[config.mk]
export PLATFORM = sky130hd
export DESIGN_NAME = alu_issue_stage
export DESIGN_NICKNAME = d
export VERILOG_FILES = /design/src/rtl/alu_issue_pkg.sv /design/src/rtl/alu_issue_stage_regfile.sv /design/src/rtl/alu_issue_stage.sv
export SDC_FILE = /design/constraint.sdc
export NUM_CORES = 1
export LEC_CHECK = 0
export ABC_AREA = 1
export BUFFER_PORTS_ARGS = -buffer_cell sky130_fd_sc_hd__clkbuf_2
export CAP_MARGIN = 10
export CORE_ASPECT_RATIO = 1.4
export CORE_UTILIZATION = 54
export CTS_CLUSTER_DIAMETER = 50
export CTS_CLUSTER_SIZE = 14
export DETAILED_ROUTE_END_ITERATION = 10
export PLACE_DENSITY = 0.78
export SYNTH_ARGS = -nofsm -noshare
export SYNTH_HDL_FRONTEND = slang
export SYNTH_SLANG_ARGS = --single-unit
[constraint.sdc]
create_clock -name clk -period 1.66 [get_ports clk]
set_clock_uncertainty 0.15 [all_clocks]
set_input_delay 0.166 -clock clk [delete_from_list [all_inputs] [get_ports clk]]
set_output_delay 0.166 -clock clk [all_outputs]
set_load 0.05 [all_outputs]
[src/rtl/alu_issue_pkg.sv]
// Shared constants for the ALU issue stage: widths, instruction field positions,
// ALU op selects and the sequencer state encoding.
package alu_issue_pkg;

  localparam int DATA_W  = 4;
  localparam int IDX_W   = 2;
  localparam int OP_W    = 3;
  localparam int INSTR_W = 10;

  // instr = {ld, op[2:0], rd[1:0], rs[1:0], rt[1:0]}
  localparam int LD_BIT = 9;
  localparam int OP_LSB = 6;
  localparam int RD_LSB = 4;
  localparam int RS_LSB = 2;
  localparam int RT_LSB = 0;

  localparam logic [OP_W-1:0] OP_SUB = 3'd0;
  localparam logic [OP_W-1:0] OP_ADD = 3'd1;
  localparam logic [OP_W-1:0] OP_OR  = 3'd2;
  localparam logic [OP_W-1:0] OP_AND = 3'd3;
  localparam logic [OP_W-1:0] OP_SRA = 3'd4;
  localparam logic [OP_W-1:0] OP_ROL = 3'd5;
  localparam logic [OP_W-1:0] OP_LT  = 3'd6;
  localparam logic [OP_W-1:0] OP_EQ  = 3'd7;

  typedef enum logic [1:0] {
    ST_IDLE = 2'd0,
    ST_READ = 2'd1,
    ST_EXEC = 2'd2,
    ST_WB   = 2'd3
  } state_e;

endpackage

[src/rtl/alu_issue_stage_regfile.sv]
// Four 4-bit registers: two combinational read ports, a debug read port and
// one synchronous write port; async active-high reset clears all entries.
module regfile_4x4
  import alu_issue_pkg::*;
(
  input  logic              clk,
  input  logic              rst,
  input  logic [IDX_W-1:0]  ra_idx,
  output logic [DATA_W-1:0] ra_data,
  input  logic [IDX_W-1:0]  rb_idx,
  output logic [DATA_W-1:0] rb_data,
  input  logic [IDX_W-1:0]  dbg_idx,
  output logic [DATA_W-1:0] dbg_data,
  input  logic              we,
  input  logic [IDX_W-1:0]  wa_idx,
  input  logic [DATA_W-1:0] wd
);

  logic [DATA_W-1:0] regs_q [4];
  logic [DATA_W-1:0] regs_d [4];

  always_comb begin
    for (int i = 0; i < 4; i++) regs_d[i] = regs_q[i];
    if (we) regs_d[wa_idx] = wd;
  end

  always_ff @(posedge clk or posedge rst) begin
    if (rst) begin
      for (int i = 0; i < 4; i++) regs_q[i] <= '0;
    end else begin
      for (int i = 0; i < 4; i++) regs_q[i] <= regs_d[i];
    end
  end

  assign ra_data  = regs_q[ra_idx];
  assign rb_data  = regs_q[rb_idx];
  assign dbg_data = regs_q[dbg_idx];

endmodule

[src/rtl/alu_issue_stage.sv]
// Multi-cycle issue stage: IDLE -> READ -> EXEC -> WB for ALU ops, IDLE -> WB for loads.
// Operands are registered so the external ALU sees stable inputs for all of EXEC.
module alu_issue_stage
  import alu_issue_pkg::*;
(
  input  logic               clk,
  input  logic               rst,
  input  logic [INSTR_W-1:0] instr,
  input  logic               instr_valid,
  output logic               instr_ready,
  output logic [DATA_W-1:0]  alu_rs,
  output logic [DATA_W-1:0]  alu_rt,
  output logic [OP_W-1:0]    alu_sel,
  input  logic [DATA_W-1:0]  alu_rd,
  output logic               wb_valid,
  output logic [IDX_W-1:0]   wb_idx,
  output logic [DATA_W-1:0]  wb_data,
  input  logic [IDX_W-1:0]   dbg_idx,
  output logic [DATA_W-1:0]  dbg_data
);

  state_e              state_q, state_d;
  logic [INSTR_W-1:0]  ir_q, ir_d;
  logic [DATA_W-1:0]   opa_q, opa_d;
  logic [DATA_W-1:0]   opb_q, opb_d;
  logic [OP_W-1:0]     sel_q, sel_d;
  logic [DATA_W-1:0]   res_q, res_d;

  logic [DATA_W-1:0]   rs_data, rt_data;
  logic                rf_we;
  logic                unused_ld;

  // The load flag only steers the IDLE decision, taken from the live instr.
  assign unused_ld = ir_q[LD_BIT];

  always_comb begin
    state_d = state_q;
    ir_d    = ir_q;
    opa_d   = opa_q;
    opb_d   = opb_q;
    sel_d   = sel_q;
    res_d   = res_q;
    rf_we   = 1'b0;
    case (state_q)
      ST_IDLE: begin
        if (instr_valid) begin
          ir_d = instr;
          if (instr[LD_BIT]) begin
            res_d   = {instr[RS_LSB +: IDX_W], instr[RT_LSB +: IDX_W]};
            state_d = ST_WB;
          end else begin
            state_d = ST_READ;
          end
        end
      end
      ST_READ: begin
        opa_d   = rs_data;
        opb_d   = rt_data;
        sel_d   = ir_q[OP_LSB +: OP_W];
        state_d = ST_EXEC;
      end
      ST_EXEC: begin
        res_d   = alu_rd;
        state_d = ST_WB;
      end
      ST_WB: begin
        rf_we   = 1'b1;
        state_d = ST_IDLE;
      end
      default: state_d = ST_IDLE;
    endcase
  end

  always_ff @(posedge clk or posedge rst) begin
    if (rst) begin
      state_q <= ST_IDLE;
      ir_q    <= '0;
      opa_q   <= '0;
      opb_q   <= '0;
      sel_q   <= '0;
      res_q   <= '0;
    end else begin
      state_q <= state_d;
      ir_q    <= ir_d;
      opa_q   <= opa_d;
      opb_q   <= opb_d;
      sel_q   <= sel_d;
      res_q   <= res_d;
    end
  end

  regfile_4x4 u_regfile (
    .clk      (clk),
    .rst      (rst),
    .ra_idx   (ir_q[RS_LSB +: IDX_W]),
    .ra_data  (rs_data),
    .rb_idx   (ir_q[RT_LSB +: IDX_W]),
    .rb_data  (rt_data),
    .dbg_idx  (dbg_idx),
    .dbg_data (dbg_data),
    .we       (rf_we),
    .wa_idx   (ir_q[RD_LSB +: IDX_W]),
    .wd       (res_q)
  );

  assign instr_ready = (state_q == ST_IDLE);
  assign alu_rs      = opa_q;
  assign alu_rt      = opb_q;
  assign alu_sel     = sel_q;
  assign wb_valid    = (state_q == ST_WB);
  assign wb_idx      = ir_q[RD_LSB +: IDX_W];
  assign wb_data     = res_q;

endmodule

==> results.toml, run 1 <==
[run_status]
status = "complete, no violations"

[setup_path]
critPathSlowestCell = "dfrtp_1"
critPathLaunchType = "flip-flop"
r2r_start = "state_q[0]"
worstPathMaxFanout = 5
crit_start = "state_q[1]"
required_ns = 1.34
critical-path-top-delay-family = "flip-flops"
arrival_ns = 1.33
end_kind = "primary output"
cp_num_buf_inv = 1
cp_cell_sequence = "ha_1, clkbuf_4"
critical_path_class = "flip-flop to primary output"
cpPeakStageDelay_ns = 0.38

[floorplanning]
fp-row-count = 26
pin_count = 42
dieArea_sq_um = 4240
fp.dieW_microns = 55.3
start_util = 0.575
coreArea_sq_um = 3740
die_h_microns = 76.7

[placed_design]
dpl-instance-area_sq_um = 2390
hpwl_microns = 3450
gp_congestion = 0.866
portBuffers = 41

[power]
p_leak_nw = 1.43
p_int_mw = 2.62
clkPwrFrac = 0.125
netSwitchingFraction = 0.505
power_frac_seq = 0.339
p_sw_mw = 2.67
worst_ir_drop_vdd_uv = 1460
powerDensity_nw_per_um2 = 2070
report.power.total_mw = 5.29
comb_power_share = 0.536

[route]
viasPerCell = 5.15
drc_errors = 0
dr.pass1.iters = 4
initialDrtViolationCount = 46
ant_nets = 0
wl_per_cell_microns = 12.4
drt-total-wl_microns = 4590
vias = 1905

[clock_network]
cts.clk_slew.worst_paths_ns = 0.07
cts-htree-levels = 2
cts_sinks = 42
cts_buffers = 5
tritoncts = "built"
cts-root-buf = "clkbuf_8"
postCtsSetupBuffers = 0
cts.path.max_buffers = 2
clock_latency_ns = 0.29

[global_route]
grt-ovfl-total = 0
grt_pass1_wl_microns = 8090
antenna_found_initial = 0
grt_usage = 0.244
grt_max_degree = 35
first_global_vias = 1927

[layout]
drive_gt1_frac = 0.198
nFillCells = 342
multi_input_area_sq_um = 911
layout.nets = 351
fin_util = 0.684
seq_area_sq_um = 1050
area_delta_synth_final_pct = 19.0
num_antenna_cells = 0
design_area_sq_um = 2560

[synth]
postSynthAreaPerCell_sq_um = 7.68
yosysSeqAreaShare = 0.489
syn-instance-count = 280
yosysWarnings = 0
syn-cell-area_sq_um = 2150
synth_nets = 304
synth-seq-cells = 42
yosysUniqueCellTypes = 19

[timing]
max_freq_mhz = 609
slew_viol_final = 0
slew_headroom = 0.747
tightest_slew_ns = 0.379
period_minus_slack_ns = 1.64
setup_viol = 0
rsz0062_at_grt = "true"
period_share = 0.990
finalHoldViolCount = 0

[hold_path]
hp-start = "instr[0]"
hold_path.class = "primary input to flip-flop"

[job]
cap_viol_max_count = 0
## layer usage
| metal | up-vias | share of wire | GRT usage |
|---|---|---|---|
| met1 | 877 | 0.41 | 0.275 |
| met5 | - | 0 | 0 |
| met4 | 0 | 0.034 | 0.133 |
| met2 | 41 | 0.53 | 0.430 |
| li1 | 973 | - | - |
| met3 | 14 | 0.031 | 0.0455 |
## state kept, by name (all words and copies together) (netlist names)
name,count
u_regfile.regs_q,16
alu_sel,3
alu_rs,4
alu_rt,4
state_q,2
ir_q,9
wb_data,4
## tightest hold or removal path, cell delays in order
cell and delay [ns]:
clkbuf_2 0.10, nor2_1 0.10, a21oi_1 0.04
## placed cells by master (no fill, tap or decap), types with 4 or more instances in the layout
master / Yosys / routed
a21oi_1: 14 / 13
clkbuf_2: 0 / 36
clkbuf_8: 0 / 6
dfrtp_1: 42 / 42
dlygate4sd3_1: 0 / 6
ha_1: 5 / 4
inv_1: 34 / 34
nand2_1: 108 / 108
nand3_1: 16 / 16
nand3_2: 4 / 4
nor2_1: 7 / 7
o211ai_1: 4 / 4
o21ai_0: 15 / 15
o21ai_1: 12 / 12
## synthesized netlist by cell type
master / number / area [sq um]
nand2_1: 108 / 405
dfrtp_1: 42 / 1050
inv_1: 34 / 128
nand3_1: 16 / 80.1
o21ai_0: 15 / 75.1
a21oi_1: 14 / 70.1
o21ai_1: 12 / 60.1
nor2_1: 7 / 26.3
buf_2: 6 / 30.0
ha_1: 5 / 62.6
nand3_2: 4 / 40.0
o211ai_1: 4 / 30.0
buf_4: 3 / 22.5
inv_2: 3 / 11.3
mux2_2: 3 / 33.8
clkbuf_1: 1 / 3.75
nand2_2: 1 / 6.26
o21ai_2: 1 / 8.76
o22ai_1: 1 / 6.26
## logic make-up (layout without fill, tap and decap cells)
kind of cell,after synthesis,after routing,synth area share
buf+inv,47,95,0.0907
mux,3,3,0.0157
flops,42,42,0.489
simple gates,136,136,0.259
compound gates,47,47,0.116
fa+ha+maj,5,5,0.0291
## power by group through the flow
stage               combinational (mW)  clock, mW  sequential [mW]
floorplan                         1.78          0             2.23
global placement                  2.74          0             1.80
detailed placement                2.81          0             1.81
CTS                               2.84      0.675             1.79
global route                      3.19      0.715             1.86
finish                            2.84      0.660             1.80
## worst paths after layout
check                                            to  slack, ns  cells after the start
worst max-delay path                       wb_valid       0.02                      2
worst min-delay path                        ir_q[0]       0.01                      3
worst max register to register           wb_data[1]       0.12                      7
worst min register to register           alu_sel[1]       0.32                      2
max in group asynchronous       u_regfile.regs_q[4]       0.64                      4
min in group asynchronous                state_q[0]       0.23                      3
## layout make-up
| cell class | instances | share of cell area |
|---|---|---|
| Clock buffer | 7 | 0.0337 |
| Tap cell | 42 | 0.0205 |
| Timing Repair Buffer | 50 | 0.123 |
| Inverter | 37 | 0.0543 |
| Clock inverter | 1 | 0.00196 |
| Multi-Input combinational cell | 191 | 0.356 |
| Sequential cell | 42 | 0.411 |
## per-stage QoR
stage | setup slack (ns) | hold WS, ns | std cells | setup TNS [ns]
after global placement | 0.193 | -0.0151 | 356 | 0
after global routing | -0.0150 | 0.0357 | 370 | -0.0292
final | 0.0173 | 0.0127 | 370 | 0
after floorplan | 0.0816 | 0.167 | 280 | 0
after detailed placement | 0.141 | -0.0116 | 356 | 0
after CTS | 0.00983 | 0.00131 | 370 | 0
## what timing repair did
| action | 4_1_cts | 5_1_grt |
|---|---|---|
| endpoints found under the setup margin | 2 | 5 |
| endpoints found under the hold margin | 13 | 0 |
| resized for setup | 2 | 9 |
| hold buffers | 6 | 0 |
Note: power is estimated with default switching activity, not from simulation.
==> inputs of run 2 (changes only) <==
BUFFER_PORTS_ARGS = -buffer_cell sky130_fd_sc_hd__buf_2   (was -buffer_cell sky130_fd_sc_hd__clkbuf_2)
==> run 2 against run 1 <==
Net effect:
- sequential power about the same
- critical path type unchanged
- worst hold slack worse by 0.0069 ns
- critical endpoint unchanged
- flip-flop and latch count unchanged
==> results.toml, run 2 (synthesis gave the netlist of run 1 again) <==
[route]
vias = 1899
drt-total-wl_microns = 4580
viasPerCell = 5.12
drc_errors = 0
wl_per_cell_microns = 12.3
ant_nets = 0
dr.pass1.iters = 4
initialDrtViolationCount = 82

[power]
powerDensity_nw_per_um2 = 2100
report.power.total_mw = 5.42
p_leak_nw = 1.44
comb_power_share = 0.526
power_frac_seq = 0.330
worst_ir_drop_vdd_uv = 1400
p_sw_mw = 2.67
clkPwrFrac = 0.143
netSwitchingFraction = 0.493
p_int_mw = 2.75

[clock_network]
cts-htree-levels = 2
cts.path.max_buffers = 2
cts.clk_slew.worst_paths_ns = 0.07
cts_buffers = 5
cts-root-buf = "clkbuf_8"
tritoncts = "built"
clock_latency_ns = 0.29
postCtsSetupBuffers = 0
cts_sinks = 42

[timing]
hold_slack_ns = 0.00586
rsz0062_at_grt = "true"
tightest_slew_ns = 0.317
period_share = 0.980
fin_ws_ns = 0.0335
period_minus_slack_ns = 1.63
slew_headroom = 0.788
fin_tns_setup_ns = 0
finalHoldViolCount = 0
slew_viol_final = 0
setup_viol = 0
max_freq_mhz = 615

[floorplanning]
fp-row-count = 26
coreArea_sq_um = 3740
pin_count = 42
dieArea_sq_um = 4240
fp.dieW_microns = 55.3
start_util = 0.575
die_h_microns = 76.7

[setup_path]
cp_num_buf_inv = 1
cp_cell_sequence = "ha_1, clkbuf_4"
arrival_ns = 1.31
critPathLaunchType = "flip-flop"
cpPeakStageDelay_ns = 0.39
required_ns = 1.34
worstPathMaxFanout = 5
critPathSlowestCell = "dfrtp_1"
critical-path-top-delay-family = "flip-flops"
end_kind = "primary output"
critical_path_class = "flip-flop to primary output"

[layout]
nFillCells = 328
layout_common_cells = "nand2_1, dfrtp_1, buf_2"
multi_input_area_sq_um = 920
top_register = "u_regfile.regs_q"
area_delta_synth_final_pct = 20.4
drive_gt1_frac = 0.195
seq_area_sq_um = 1050
num_antenna_cells = 0
final_common_cell = "nand2_1"
design_area_sq_um = 2590
reg.largest.list = "u_regfile.regs_q x16, ir_q x9"
largest_reg_flops = 16
layout.nets = 352

[job]
cap_viol_max_count = 0

[placed_design]
portBuffers = 41
gp_congestion = 0.845
dp_slack_ns = 0.112
dpl-instance-area_sq_um = 2390
hpwl_microns = 3410

[hold_path]
hold_path.class = "primary input to flip-flop"

[global_route]
antenna_found_initial = 0
grt_max_degree = 43
grt_usage = 0.250
grt-ovfl-total = 0
grt_pass1_wl_microns = 8300
first_global_vias = 1948

[run_status]
status = "complete, no violations"
-- run 2: stage by stage --
stage               cells  utilization
floorplan             280            -
global placement      356        0.639
detailed placement    356        0.639
CTS                   371        0.687
global route          371        0.692
finish                371        0.692
-- run 2: repair_timing --
item                                   in CTS  in global routing
endpoints found under the hold margin      48                  0
gates resized for setup                     1                  5
setup endpoints to repair                   1                  8
pin swaps                                   0                  0
hold buffers                                7                  0
-- run 2: power by group through the flow --
stage          Combinational (mW)  Clock [mW]  Sequential [mW]
2_1_floorplan                1.78           0             2.23
3_3_place_gp                 2.75           0             1.79
3_5_place_dp                 2.80           0             1.80
4_1_cts                      2.83       0.788             1.79
5_1_grt                      3.24       0.839             1.85
6_report                     2.86       0.777             1.79
-- run 2: tightest hold or removal path: cells and delay by family --
kind            cells  cell delay (ns)
compound gates      1             0.10
buf+inv             1             0.10
simple gates        1             0.04
-- run 2: routing by layer --
layer  wire (microns)  vias to the layer above  global-route usage
li1                 -                      978                   -
met1             1920                      869               0.282
met2             2420                       43               0.446
met3              132                        9              0.0455
met4               95                        0               0.123
met5                0                        -                   0
-- run 2: layout make-up --
class                           count  area share
Clock buffer                        7      0.0295
Clock inverter                      1      0.0116
Inverter                           37      0.0536
Multi-Input combinational cell    191       0.355
Sequential cell                    42       0.406
Tap cell                           42      0.0203
Timing Repair Buffer               51       0.124
-- run 2: path summary, 6_finish.rpt --
path	from	slack, ns	depth (start not counted)	endpoint
max	state_q[1]	0.03	2	wb_valid
min	instr[3]	0.006	3	ir_q[3]
max reg2reg	state_q[0]	0.08	7	wb_data[3]
min reg2reg	alu_sel[0]	0.33	2	alu_sel[0]
max in group asynchronous	rst	0.84	4	u_regfile.regs_q[10]
min in group asynchronous	rst	0.32	4	ir_q[8]
==> inputs of run 3 (changes only) <==
CORE_UTILIZATION = 49   (was 54)
PLACE_DENSITY = 0.75   (was 0.78)
clock period = 1.3 ns   (was 1.66 ns; I/O delays follow)
==> run 3 against run 2 <==
Net effect:
- the flow now finishes with violations (DRC, setup timing)
- non-clock buffer count grew 23
- worst hold slack worse by 0.0020 ns
- design area is 20% higher
- via count up 12%
- final cell count is 7.0% higher
- total power is 53% higher
- sequential share of layout area decreased by 6.6 points
- utilization is 4.6 points higher
- sequential power up 35%
- clock power is 11% higher
- register-to-register slack got worse by 0.25 ns
- critical path type unchanged
- largest cell class is now multi-input gates
- largest power group unchanged
==> results.toml, run 3 (synthesis gave the netlist of run 1 again) <==
[setup_path]
end_kind = "primary output"
required_ns = 1.02
critical_path_class = "flip-flop to primary output"
critPathLaunchType = "flip-flop"
worstPathMaxFanout = 4
arrival_ns = 1.21

[timing]
slew_viol_final = 0
setup_viol = 47
period_share = 1.15
period_minus_slack_ns = 1.49
fin_ws_ns = -0.189
tightest_slew_ns = 0.295
finalHoldViolCount = 0
max_freq_mhz = 671
rsz0062_at_grt = "true"
slew_headroom = 0.803

[route]
highest_layer = "met4"
initialDrtViolationCount = 69
dr.pass1.iters = 9
ant_nets = 0
dr_wl_met2_microns = 3150
dr_wl_met3_microns = 208
viasPerCell = 5.34
drt-met1-wl_microns = 2160
wl_per_cell_microns = 14.6
drt-total-wl_microns = 5780
vias = 2120
drc_errors = 2

[clock_network]
clock_latency_ns = 0.30
tritoncts = "built"
cts.path.max_buffers = 2
cts-root-buf = "clkbuf_8"
cts_sinks = 42
cts-htree-levels = 2
cts_buffers = 5
cts.clk_slew.worst_paths_ns = 0.07

[floorplanning]
die_h_microns = 80.4
start_util = 0.512
fp.dieW_microns = 58.0
fp-row-count = 28
dieArea_sq_um = 4660
coreArea_sq_um = 4200
pin_count = 42

[global_route]
grt_max_degree = 43
first_global_vias = 1985
antenna_found_initial = 0
grt_usage = 0.257
grt_pass1_wl_microns = 8970
grt-ovfl-total = 0

[layout]
final_common_cell = "nand2_1"
area_delta_synth_final_pct = 44.3
largest_reg_flops = 16
top_register = "u_regfile.regs_q"
reg.largest.list = "u_regfile.regs_q x16, ir_q x9"
design_area_sq_um = 3100
num_antenna_cells = 0
layout_common_cells = "nand2_1, dfrtp_1, buf_2"
layout.nets = 375
drive_gt1_frac = 0.384

[power]
report.power.total_mw = 8.28
worst_ir_drop_vdd_uv = 1760
p_leak_nw = 1.61
powerDensity_nw_per_um2 = 2670

[placed_design]
portBuffers = 41
gp_congestion = 0.752
dpl-instance-area_sq_um = 2460
hpwl_microns = 3620

[run_status]
status = "complete, but fails checks"
violations = "DRC, setup timing"

[hold_path]
hold_path.class = "primary input to flip-flop"

[job]
cap_viol_max_count = 0
[run 3: cell types whose count changed in the layout (fill, tap and decap cells not counted), moves of 6 or more]
cell,before,now
buf_6,0,7
o21ai_1,12,22
nor2_1,7,1
nand2_2,1,11
buf_4,3,18
a21oi_2,0,10
a21oi_1,14,4
inv_2,3,11
nand2_1,108,97
inv_1,34,23
nor2_4,0,6
o21ai_0,15,0
[run 3: worst max-delay path, cell delays in order (launching register included)]
cell	delay [ns]
dfrtp_2	0.45
inv_4	0.12
ha_4	0.19
buf_8	0.15
[run 3: layout make-up]
| type | count | area, sq um |
|---|---|---|
| Timing Repair Buffer | 74 | 602 |
| Tap cell | 45 | 56.3 |
| Fill cell | 293 | 1100 |
| Inverter | 37 | 146 |
| Multi-Input combinational cell | 191 | 1150 |
| Sequential cell | 42 | 1060 |
| Clock buffer | 7 | 86.3 |
| Clock inverter | 1 | 5.00 |
[run 3: worst paths after layout]
kind                            start             endpoint  slack, ns  depth (start not counted)
setup / recovery           state_q[0]          instr_ready      -0.19                          3
hold / removal               instr[9]           state_q[1]      0.004                          3
setup reg to reg           state_q[0]  u_regfile.regs_q[1]      -0.17                          6
hold reg to reg             alu_rs[0]            alu_rs[0]       0.33                          2
max in group asynchronous         rst           state_q[0]       0.50                          4
min in group asynchronous         rst           state_q[1]       0.28                          4
[run 3: what timing repair did]
action,4_1_cts,5_1_grt
pin swaps,5,13
hold endpoints to repair,51,0
hold buffers,10,0
setup buffers,8,9
endpoints found under the setup margin,23,48
gates resized for setup,61,37
cloned,1,0
[run 3: metrics by stage]
stage	TNS [ns]	std cells	hold slack (ns)	setup WS (ns)	util
4_1_cts	-2.26	388	0.00865	-0.176	0.699
6_report	-4.45	397	0.00383	-0.189	0.738
2_1_floorplan	-1.48	280	0.130	-0.0763	-
3_5_place_dp	-1.28	361	0.0565	-0.132	0.585
3_3_place_gp	-0.905	361	0.0499	-0.0723	0.585
5_1_grt	-6.61	397	0.0239	-0.230	0.738
[run 3: per-layer routing]
layer / global-route usage / up-vias
li1: - / 1026
met1: 0.294 / 1009
met2: 0.449 / 63
met3: 0.0435 / 22
met4: 0.138 / 0
met5: 0 / -
[run 3: power breakdown]
part           leakage, nW  internal [mW]  switching (mW)
clock network       0.0482          0.428           0.434
registers            0.519           1.88           0.548
logic                 1.04           1.88            3.12
